--- config.mk ---
export PLATFORM = sky130hd
export DESIGN_NAME = apb_req_arbiter
export DESIGN_NICKNAME = d
export VERILOG_FILES = /design/src/rtl/definition.sv /design/src/rtl/apb_arb_pkg.sv /design/src/rtl/apb_rr_arbiter.sv /design/src/rtl/apb_req_arbiter.sv
export SDC_FILE = /design/constraint.sdc
export NUM_CORES = 1
export LEC_CHECK = 0
export ABC_AREA = 1
export CAP_MARGIN = 0
export CORE_AREA = 2 2 171 173
export CTS_CLUSTER_SIZE = 16
export DETAILED_ROUTE_END_ITERATION = 8
export DIE_AREA = 0 0 173 175
export GPL_TIMING_DRIVEN = 0
export RECOVER_POWER = 25
export SETUP_SLACK_MARGIN = 0.4
export SYNTH_ARGS = -nofsm -noshare
export SYNTH_HDL_FRONTEND = slang
export SYNTH_SLANG_ARGS = --single-unit
--- constraint.sdc ---
create_clock -name clk -period 3.23 [get_ports clk]
set_input_delay 0.646 -clock clk [delete_from_list [all_inputs] [get_ports clk]]
set_output_delay 0.646 -clock clk [all_outputs]
set_load 0.01 [all_outputs]
--- src/rtl/definition.sv ---
`default_nettype none
//============================================================================
// definition.sv
// Global APB bus widths shared by the arbiter package and its users.
// Revision: 1.0 - initial release
//============================================================================
`ifndef APB_ADDR_WIDTH
`define APB_ADDR_WIDTH 32
`endif
`ifndef APB_DATA_WIDTH
`define APB_DATA_WIDTH 32
`endif
`default_nettype wire

--- src/rtl/apb_arb_pkg.sv ---
`default_nettype none
//============================================================================
// apb_arb_pkg
// Shared types, bus widths and sizing helpers for apb_req_arbiter.
//   c_aw / c_dw / c_sw / c_pw : address, data, strobe and prot widths
//   arb_state_t               : transfer FSM state encoding
//   clog2 / timer_width       : sizing helpers for the index and the timer
// Revision: 1.0 - initial release
//============================================================================
`ifndef APB_ADDR_WIDTH
`define APB_ADDR_WIDTH 32
`endif
`ifndef APB_DATA_WIDTH
`define APB_DATA_WIDTH 32
`endif

package apb_arb_pkg;

  localparam int c_aw = `APB_ADDR_WIDTH;
  localparam int c_dw = `APB_DATA_WIDTH;
  localparam int c_sw = c_dw / 8;
  localparam int c_pw = 3;

  typedef enum logic [1:0] {
    ST_IDLE   = 2'd0,
    ST_ACCESS = 2'd1,
    ST_RESP   = 2'd2
  } arb_state_t;

  // Ceiling log2; clog2(1) = 0.
  function automatic int clog2(input int value);
    int r;
    int v;
    r = 0;
    v = value - 1;
    while (v > 0) begin
      r = r + 1;
      v = v >> 1;
    end
    return r;
  endfunction

  // Timer must represent 0..TIMEOUT; never narrower than one bit so the
  // register still exists when the timeout is disabled.
  function automatic int timer_width(input int timeout);
    int w;
    w = clog2(timeout + 1);
    return (w < 1) ? 1 : w;
  endfunction

  // Width of a requester index.
  function automatic int idx_width(input int n);
    int w;
    w = clog2(n);
    return (w < 1) ? 1 : w;
  endfunction

endpackage

`default_nettype wire

--- src/rtl/apb_rr_arbiter.sv ---
`default_nettype none
//============================================================================
// apb_rr_arbiter
// Purely combinational round-robin picker. The search starts at i_ptr and
// wraps past NUM_REQ-1 back to 0; the first asserted request wins.
//   i_req   in  NUM_REQ  request vector
//   i_ptr   in  IW       index where the search begins (< NUM_REQ)
//   o_grant out NUM_REQ  one-hot winner (zero when no request)
//   o_idx   out IW       winner index
//   o_valid out 1        any request present
// Revision: 1.0 - initial release
//============================================================================
module apb_rr_arbiter
  import apb_arb_pkg::*;
#(
  parameter int NUM_REQ = 4,
  parameter int IW      = idx_width(NUM_REQ)
) (
  input  logic [NUM_REQ-1:0] i_req,
  input  logic [IW-1:0]      i_ptr,
  output logic [NUM_REQ-1:0] o_grant,
  output logic [IW-1:0]      o_idx,
  output logic               o_valid
);

  // One extra bit holds ptr+k before wrapping (at most 2*NUM_REQ-2).
  logic [IW:0]   w_sum;
  logic [IW-1:0] w_pos;

  always_comb begin
    o_grant = '0;
    o_idx   = '0;
    o_valid = 1'b0;
    w_sum   = '0;
    w_pos   = '0;
    for (int k = 0; k < NUM_REQ; k++) begin
      w_sum = {1'b0, i_ptr} + (IW+1)'(k);
      if (w_sum >= (IW+1)'(NUM_REQ)) begin
        w_sum = w_sum - (IW+1)'(NUM_REQ);
      end
      w_pos = w_sum[IW-1:0];
      if (!o_valid && i_req[w_pos]) begin
        o_valid        = 1'b1;
        o_grant[w_pos] = 1'b1;
        o_idx          = w_pos;
      end
    end
  end

endmodule

`default_nettype wire

--- src/rtl/apb_req_arbiter.sv ---
`default_nettype none
//============================================================================
// apb_req_arbiter
// Serialises NUM_REQ requesters onto one APB-style master port.
// One transfer at a time: IDLE (grant) -> ACCESS (m_sel high until m_ready
// or timeout) -> RESP (one-cycle rsp_valid) -> IDLE.
//   clk, rstn               clock, synchronous active-low reset
//   req_valid/addr/write/
//   wdata/strb/prot   in    packed per-requester request payloads
//   req_ready         out   one-hot acceptance pulse (combinational)
//   rsp_valid         out   one-hot completion pulse
//   rsp_rdata/error   out   shared response, held until the next RESP
//   m_sel/write/addr/
//   wdata/strb/prot   out   master command
//   m_ready/rdata/error in  master completion
// Revision: 1.0 - initial release
//============================================================================
module apb_req_arbiter
  import apb_arb_pkg::*;
#(
  parameter int NUM_REQ = 4,
  parameter int TIMEOUT = 16
) (
  input  logic                    clk,
  input  logic                    rstn,
  input  logic [NUM_REQ-1:0]      req_valid,
  input  logic [NUM_REQ*c_aw-1:0] req_addr,
  input  logic [NUM_REQ-1:0]      req_write,
  input  logic [NUM_REQ*c_dw-1:0] req_wdata,
  input  logic [NUM_REQ*c_sw-1:0] req_strb,
  input  logic [NUM_REQ*c_pw-1:0] req_prot,
  output logic [NUM_REQ-1:0]      req_ready,
  output logic [NUM_REQ-1:0]      rsp_valid,
  output logic [c_dw-1:0]         rsp_rdata,
  output logic                    rsp_error,
  output logic                    m_sel,
  output logic                    m_write,
  output logic [c_aw-1:0]         m_addr,
  output logic [c_dw-1:0]         m_wdata,
  output logic [c_sw-1:0]         m_strb,
  output logic [c_pw-1:0]         m_prot,
  input  logic                    m_ready,
  input  logic [c_dw-1:0]         m_rdata,
  input  logic                    m_error
);

  localparam int c_iw = idx_width(NUM_REQ);
  localparam int c_tw = timer_width(TIMEOUT);

  arb_state_t r_state;
  arb_state_t w_state_nxt;

  logic [c_iw-1:0]    r_ptr;
  logic [c_iw-1:0]    r_gidx;
  logic [c_aw-1:0]    r_addr;
  logic               r_write;
  logic [c_dw-1:0]    r_wdata;
  logic [c_sw-1:0]    r_strb;
  logic [c_pw-1:0]    r_prot;
  logic [c_tw-1:0]    r_timer;
  logic [c_dw-1:0]    r_rdata;
  logic               r_error;

  logic [NUM_REQ-1:0] w_grant;
  logic [c_iw-1:0]    w_gidx;
  logic               w_any;
  logic               w_timeout;
  logic [c_iw-1:0]    w_ptr_nxt;
  logic [NUM_REQ-1:0] w_rsp_onehot;

  apb_rr_arbiter #(
    .NUM_REQ (NUM_REQ),
    .IW      (c_iw)
  ) u_rr (
    .i_req   (req_valid),
    .i_ptr   (r_ptr),
    .o_grant (w_grant),
    .o_idx   (w_gidx),
    .o_valid (w_any)
  );

  // r_timer holds the number of ACCESS cycles already completed, so the
  // TIMEOUT-th cycle is the one where it reads TIMEOUT-1.
  generate
    if (TIMEOUT > 0) begin : g_timeout
      assign w_timeout = (r_timer == c_tw'(TIMEOUT - 1));
    end else begin : g_no_timeout
      assign w_timeout = 1'b0;
    end
  endgenerate

  assign w_ptr_nxt    = (r_gidx == c_iw'(NUM_REQ - 1)) ? '0 : r_gidx + 1'b1;
  assign w_rsp_onehot = NUM_REQ'(1) << r_gidx;

  // ------------------------------------------------------------------------
  // FSM state register
  // ------------------------------------------------------------------------
  always_ff @(posedge clk) begin
    if (!rstn) begin
      r_state <= ST_IDLE;
    end else begin
      r_state <= w_state_nxt;
    end
  end

  // ------------------------------------------------------------------------
  // FSM next state and handshake outputs. req_ready and rsp_valid are gated
  // by rstn so a reset cycle never accepts or completes anything.
  // ------------------------------------------------------------------------
  always_comb begin
    w_state_nxt = r_state;
    req_ready   = '0;
    rsp_valid   = '0;
    case (r_state)
      ST_IDLE: begin
        if (w_any) begin
          w_state_nxt = ST_ACCESS;
          req_ready   = rstn ? w_grant : '0;
        end
      end
      ST_ACCESS: begin
        if (m_ready || w_timeout) begin
          w_state_nxt = ST_RESP;
        end
      end
      ST_RESP: begin
        w_state_nxt = ST_IDLE;
        rsp_valid   = rstn ? w_rsp_onehot : '0;
      end
      default: begin
        w_state_nxt = ST_IDLE;
      end
    endcase
  end

  // ------------------------------------------------------------------------
  // Datapath: payload capture, access timer, response capture, RR pointer.
  // ------------------------------------------------------------------------
  always_ff @(posedge clk) begin
    if (!rstn) begin
      r_ptr   <= '0;
      r_gidx  <= '0;
      r_addr  <= '0;
      r_write <= 1'b0;
      r_wdata <= '0;
      r_strb  <= '0;
      r_prot  <= '0;
      r_timer <= '0;
      r_rdata <= '0;
      r_error <= 1'b0;
    end else begin
      case (r_state)
        ST_IDLE: begin
          if (w_any) begin
            r_gidx  <= w_gidx;
            r_addr  <= req_addr[w_gidx*c_aw +: c_aw];
            r_write <= req_write[w_gidx];
            r_wdata <= req_wdata[w_gidx*c_dw +: c_dw];
            r_strb  <= req_strb[w_gidx*c_sw +: c_sw];
            r_prot  <= req_prot[w_gidx*c_pw +: c_pw];
            r_timer <= '0;
          end
        end
        ST_ACCESS: begin
          // A completion on the timeout cycle takes precedence.
          if (m_ready) begin
            r_rdata <= r_write ? '0 : m_rdata;
            r_error <= m_error;
            r_ptr   <= w_ptr_nxt;
          end else if (w_timeout) begin
            r_rdata <= '0;
            r_error <= 1'b1;
            r_ptr   <= w_ptr_nxt;
          end else begin
            r_timer <= r_timer + 1'b1;
          end
        end
        default: begin
        end
      endcase
    end
  end

  assign m_sel     = (r_state == ST_ACCESS);
  assign m_wdata   = (r_state == ST_ACCESS) ? r_wdata : '0;
  assign m_write   = r_write;
  assign m_addr    = r_addr;
  assign m_strb    = r_strb;
  assign m_prot    = r_prot;
  assign rsp_rdata = r_rdata;
  assign rsp_error = r_error;

endmodule

`default_nettype wire

==> impl_metrics.ini <==
[run_status]
run_status = finished, final reports clean

[floorplan]
number_of_placement_rows = 62
area_inside_the_core_boundary_um2 = 28400
floorplan.initialDensity = 0.269
die_area_um2 = 30300
num_io_pins = 442
die_h_um = 175
die-width_um = 173

[critical_path]
cpMaxStageDelayCell = dfxtp_4
worst_ep_arrival_time_ns = 2.27
cp_cell_sequence = clkinvlp_4 > ha_1 > inv_1 > nand2_1 > nand2_2 > buf_4 > nand2_4 > o22ai_1 > a31oi_1 > o21ai_2 > nand2_1 > inv_1 > buf_2
cp_slowest_stage_delay_ns = 0.37
endpoint_kind = output port
worst_path_dominant_cell_family = buffers and inverters
timing_worst_setup_path_type = reg -> out
required_ns = 2.58
critical_path_peak_fanout = 4
timing.critical_path.from_type = flop
cp.buffers_inverters = 5

[drt]
dr_total_vias = 10500
drt_first_pass_iters = 5
detailedRoute.firstIterationViolations = 704
via_per_inst = 4.94
drc_errors = 0
detail_route.wirelength_mm = 42.0
antenna_violating_nets_post_route = 0
routed_length_per_placed_instance_um = 19.8

[timing]
final.period_utilization = 0.904
fin_worst_skew_ns = 0.0118
setup_repair_after_global_routing_missed_its_margin = true
min_period_ns = 2.92
tightestPinTransition_ns = 0.628
max-slew-margin-rel = 0.582
maxClockFrequency_ghz = 0.343
maxSlewViolCount = 0
hold_viol_final = 0
report.final.setup_viol = 0

[clock_tree]
later_pin_clock_latency_in_the_skew_report_ns = 0.42
cts.htree.levels = 4
clock_sink_count = 116
ctsRootBufferMaster = clkbuf_16
clk_pin_slew_ns = 0.07
tritoncts_clock_tree = done
tritoncts.num_buffers = 17
clock_buffer_depth = 2

[placement]
placed_cells = 2065
place_hpwl_mm = 32.5
port-buffer-count = 441
globalplace.congestion = 1.00

[synth]
synth_warnings = 0
adder_cell_share_of_the_synthesized_area = 0.0229
synth_xor_area_frac = 0
muxShareOfSynthArea = 0
seq_area_frac_synth = 0.304
synth.area.top_cells = dfxtp_1 30%, nand3_1 19%, nand2_1 16%
post_synth_num_cell_types = 25
mappedNetlistArea_um2 = 7640
postSynthRegisterBits = 116
synth_top_family_by_area = simple AND/OR/NAND/NOR gates
syn-instance-count = 1240
synthesis.nets = 1582
yosys.area.top_type_share = 0.304
synth_compound_area_frac = 0.0218
yosys.area.top_type = dfxtp_1
post_syn_area_per_cell_um2 = 6.16
synth_simple_gate_area_share = 0.518

[power_and_ir_drop]
total_power_consumption_of_the_routed_design_uw = 7550
power_density_nw_per_um2 = 565
worst_case_vdd_ir_drop_mv = 0.294
cellLeakagePower_uw = 0.00610

[global_route]
groute.usage.overall = 0.266
global_route.overflow_total = 0
number_of_global_route_vias_before_repair = 10300
initial_antenna_violation_count = 9
pin_count_of_the_biggest_net_entering_global_routing = 17
global_route_wire_length_before_repair_mm = 61.4

[cells_and_area]
final.fill_count = 2985
layout_commonest_cell = clkdlybuf4s50_1
post_layout_nonfiller_instances = 2119
area_delta_synth_final_pct = 75.2
sequential_cell_area_um2 = 2330
layout.nets = 2057
drive_gt1_frac = 0.0868
multi_input_comb_area_um2 = 4390
most_frequent_cells_in_the_layout = 376 x clkdlybuf4s50_1, 320 x nand2_1, 286 x nand3_1

[run]
cap_viol_max_count = 0

[worst_hold_path]
hold_path.class = reg -> reg
## metrics by stage
stage / hold WS [ns] / area [µm²] / util / setup TNS (ns) / setup slack, ns
2_1_floorplan: 0.426 / 7640 / - / 0 / 0.502
3_3_place_gp: 0.436 / 12500 / 0.441 / -5.92 / -1.06
3_5_place_dp: 0.438 / 12500 / 0.441 / -7.11 / -0.985
4_1_cts: 0.453 / 13300 / 0.469 / 0 / 0.375
5_1_grt: 0.458 / 13400 / 0.471 / 0 / 0.169
6_report: 0.447 / 13400 / 0.471 / 0 / 0.310
## worst paths after layout
path,cells past startpoint,end,start,slack [ns]
setup / recovery,13,req_ready[1],r_ptr[1],0.31
hold / removal,2,m_addr[9],m_addr[9],0.45
setup reg to reg,12,m_prot[2],r_ptr[1],0.51
hold reg to reg,2,m_addr[9],m_addr[9],0.45
## registers in the layout, summed over array words and instances (netlist names), 2 cells and up
name and flops:
m_addr 32, m_prot 3, m_strb 4, r_gidx 2, r_ptr 2, r_state 2, r_timer 5, r_wdata 32
rsp_rdata 32
## synthesized netlist by cell type
master	n
buf_8	1
nand3_1	289
nor2_4	2
o21ai_1	2
clkbuf_1	61
buf_6	3
dfxtp_1	116
o21ai_0	8
nand2_1	327
inv_1	134
a31oi_1	3
inv_2	5
buf_4	10
nor2_1	45
o22ai_1	4
nand3_2	3
nor3_1	6
buf_1	8
buf_2	22
o31ai_1	5
ha_1	14
nand4_1	146
a21oi_1	7
nor2_2	2
nand2_2	17
## report_power, final
group	total [µW]	leakage [µW]	internal, µW	switching, µW
Sequential	1930	0.000954	1750	178
Clock	1960	0.000280	1100	866
Combinational	3660	0.00487	1510	2140
Total	7550	0.00610	4360	3190
## final cells by class
type	instances	area share
buffer	105	0.0401
sequential	116	0.174
multi-input combinational	880	0.328
antenna	7	0.00131
clock inverter	15	0.0119
timing repair buffer	456	0.337
inverter	139	0.0397
tap	384	0.0359
clock buffer	17	0.0318
## worst reg2reg max path, delay by kind of cell, from the launching register on
family | cells | cell delay, ns
AO/OA/AOI/OAI | 1 | 0.08
adder cells (fa/ha/maj) | 1 | 0.34
flip-flops | 1 | 0.37
AND/OR/NAND/NOR | 6 | 0.78
buffers and inverters | 4 | 1.03
## routing by layer
metal | up-vias | share of wire | wire length (µm) | track usage
met3 | 83 | 0.078 | 3270 | 0.0738
met2 | 467 | 0.46 | 19400 | 0.440
met5 | - | 0.00045 | 19 | 0
li1 | 5116 | - | - | -
met1 | 4788 | 0.43 | 17900 | 0.330
met4 | 4 | 0.033 | 1390 | 0.103
## logic make-up (layout without fill, tap and decap cells)
family          Yosys count  in the layout
fa+ha+maj                14             14
compound gates           29             29
simple gates            837            837
other cells               0              7
buf+inv                 244            732
flops                   116            116
## timing repair
action / 4_1_cts / 5_1_grt
pin swaps: 9 / 6
hold buffers: 0 / 0
endpoints found under the setup margin: 112 / 59
setup buffers: 15 / 0
resized for setup: 58 / 35
hold endpoints to repair: 0 / 0
Power figures use the tool's default switching activity.
==> RTL change: new RTL, config.mk and constraints unchanged <==
The 3 states of `arb_state_t` get a one-hot encoding in 3 bits.
--- a/src/rtl/apb_arb_pkg.sv
+++ b/src/rtl/apb_arb_pkg.sv
@@ -21,10 +21,10 @@
   localparam int c_sw = c_dw / 8;
   localparam int c_pw = 3;
 
-  typedef enum logic [1:0] {
-    ST_IDLE   = 2'd0,
-    ST_ACCESS = 2'd1,
-    ST_RESP   = 2'd2
+  typedef enum logic [2:0] {
+    ST_IDLE   = 3'b001,
+    ST_ACCESS = 3'b010,
+    ST_RESP   = 3'b100
   } arb_state_t;
 
   // Ceiling log2; clog2(1) = 0.
Behaviour: same outputs for any inputs over 4 cycles, from zero or initial values and one cycle with rstn low; so few cycles prove little.
==> RTL change against the original RTL <==
  * Count of clock-buffer cells in the layout unchanged
  * Critical path type unchanged
  * Power is 9.6% lower
  * Maximum frequency increased by 0.57%
  * First-iteration DRC count down 20%
  * Critical endpoint is now req_ready[2]
  * Worst hold slack gained 3.5 ps
  * Sequential cell count rose by 1
  * Routed wire length down 4.1%
  * Via count down 2.6%
  * Cell area grew 0.66%
  * Worst setup slack better by 17 ps
  * Critical path depth increased by 3
  * Area after synthesis decreased by 1.1%
  * Combinational power down 25%
==> RTL change: results (changes against the original RTL) <==
avgRoutedWirePerCell_um: 19.48  # was 19.82 um
dp_hpwl_um: 31670  # was 32,530 um
pre_cts_slack_ps: -688.2  # was -984.7 ps
nets: 2010  # was 2,057
leakage_nw: 5.979  # was 6.099 nW
multiInputGateArea_um2: 4349  # was 4388 um^2
grtUsageMet3: 0.06484  # was 0.07376
muxShareOfSynthArea: 0  # unchanged
routed-wl-met2_um: 19540  # was 19,390 um
p_per_area_nw_per_um2: 506.8  # was 564.6 nW/um^2
yosys-top-cells-area: "dfxtp_1, nand3_1, nand2_1"  # unchanged
place_area_um2: 12440  # was 12,530 um^2
drive_above_1_share: 0.1017  # was 0.08681
synth_cell_types: 33  # was 25
fillers: 2915  # was 2,985
numClockSinks: 117  # was 116
cts_resized: 75  # was 58
synth.yosys.seq_area_share: 0.3102  # was 0.3041
diodes: 3  # was 7
gp_congestion: 0.9133  # was 1.001
grt_antenna_before_repair: 3  # was 9
cts_setup_buffers: 19  # was 15
top_layer: "met4"  # was met5
first_iter_violations: 561  # was 704
status: "complete, no violations"  # unchanged
grt_pass1_wl_um: 59710  # was 61,410 um
synth.net_count: 1528  # was 1,582
clk_share: 0.04962  # was 0.04369
wl_um: 40280  # was 42,010 um
vdd_drop_max_uv: 316.6  # was 294.1 uV
globalRouteMet2Util: 0.4460  # was 0.4398
track_usage: 0.2571  # was 0.2665
layout.nonclk_buf_frac: 0.3817  # was 0.3772
wl_met3_um: 2792  # was 3269 um
use_met1: 0.3084  # was 0.3296
cp_max_fo: 5  # was 4
ys_top_cells_by_count: "nand2_1, nand3_1, dfxtp_1"  # was nand2_1, nand3_1, nand4_1
inverters: 120  # was 139
grt_pass1_vias: 10040  # was 10,260
syn_avg_cell_area_um2: 6.366  # was 6.158 um^2
yosys.area_share.adder: 0.02320  # was 0.02294
avgViaCountPerCell: 4.926  # was 4.935
slew_headroom: 0.5984  # was 0.5816
num-nonclk-buffers: 563  # was 561
## RTL change: cell count changes after synthesis, sizes merged, moves of 28 or more
cell / change
nand2: -47
o21ai: +28
a21oi: +32
nand4: -35
nand3: -47
## RTL change: worst paths after layout
| check | startpoint | end | slack [ps] | cells after the start |
|---|---|---|---|---|
| worst min register to register | m_addr[7] | m_addr[7] | 450 | 2 |
| worst max register to register | r_ptr[0] | m_addr[13] | 550 | 14 |
| worst min-delay path | m_addr[7] | m_addr[7] | 450 | 2 |
| worst max-delay path | r_ptr[1] | req_ready[2] | 330 | 16 |
## RTL change: power by group
part	switching, W	internal, W
registers	0.000130	0.00171
clock network	0.000858	0.00140
logic	0.00153	0.00120
total	0.00252	0.00431
## RTL change: critical path, delay by kind of cell (launching register included)
kind / cells / cell delay, ps
buffers and inverters: 8 / 620
adder cells (fa/ha/maj): 1 / 320
AND/OR/NAND/NOR: 7 / 520
flip-flops: 1 / 360
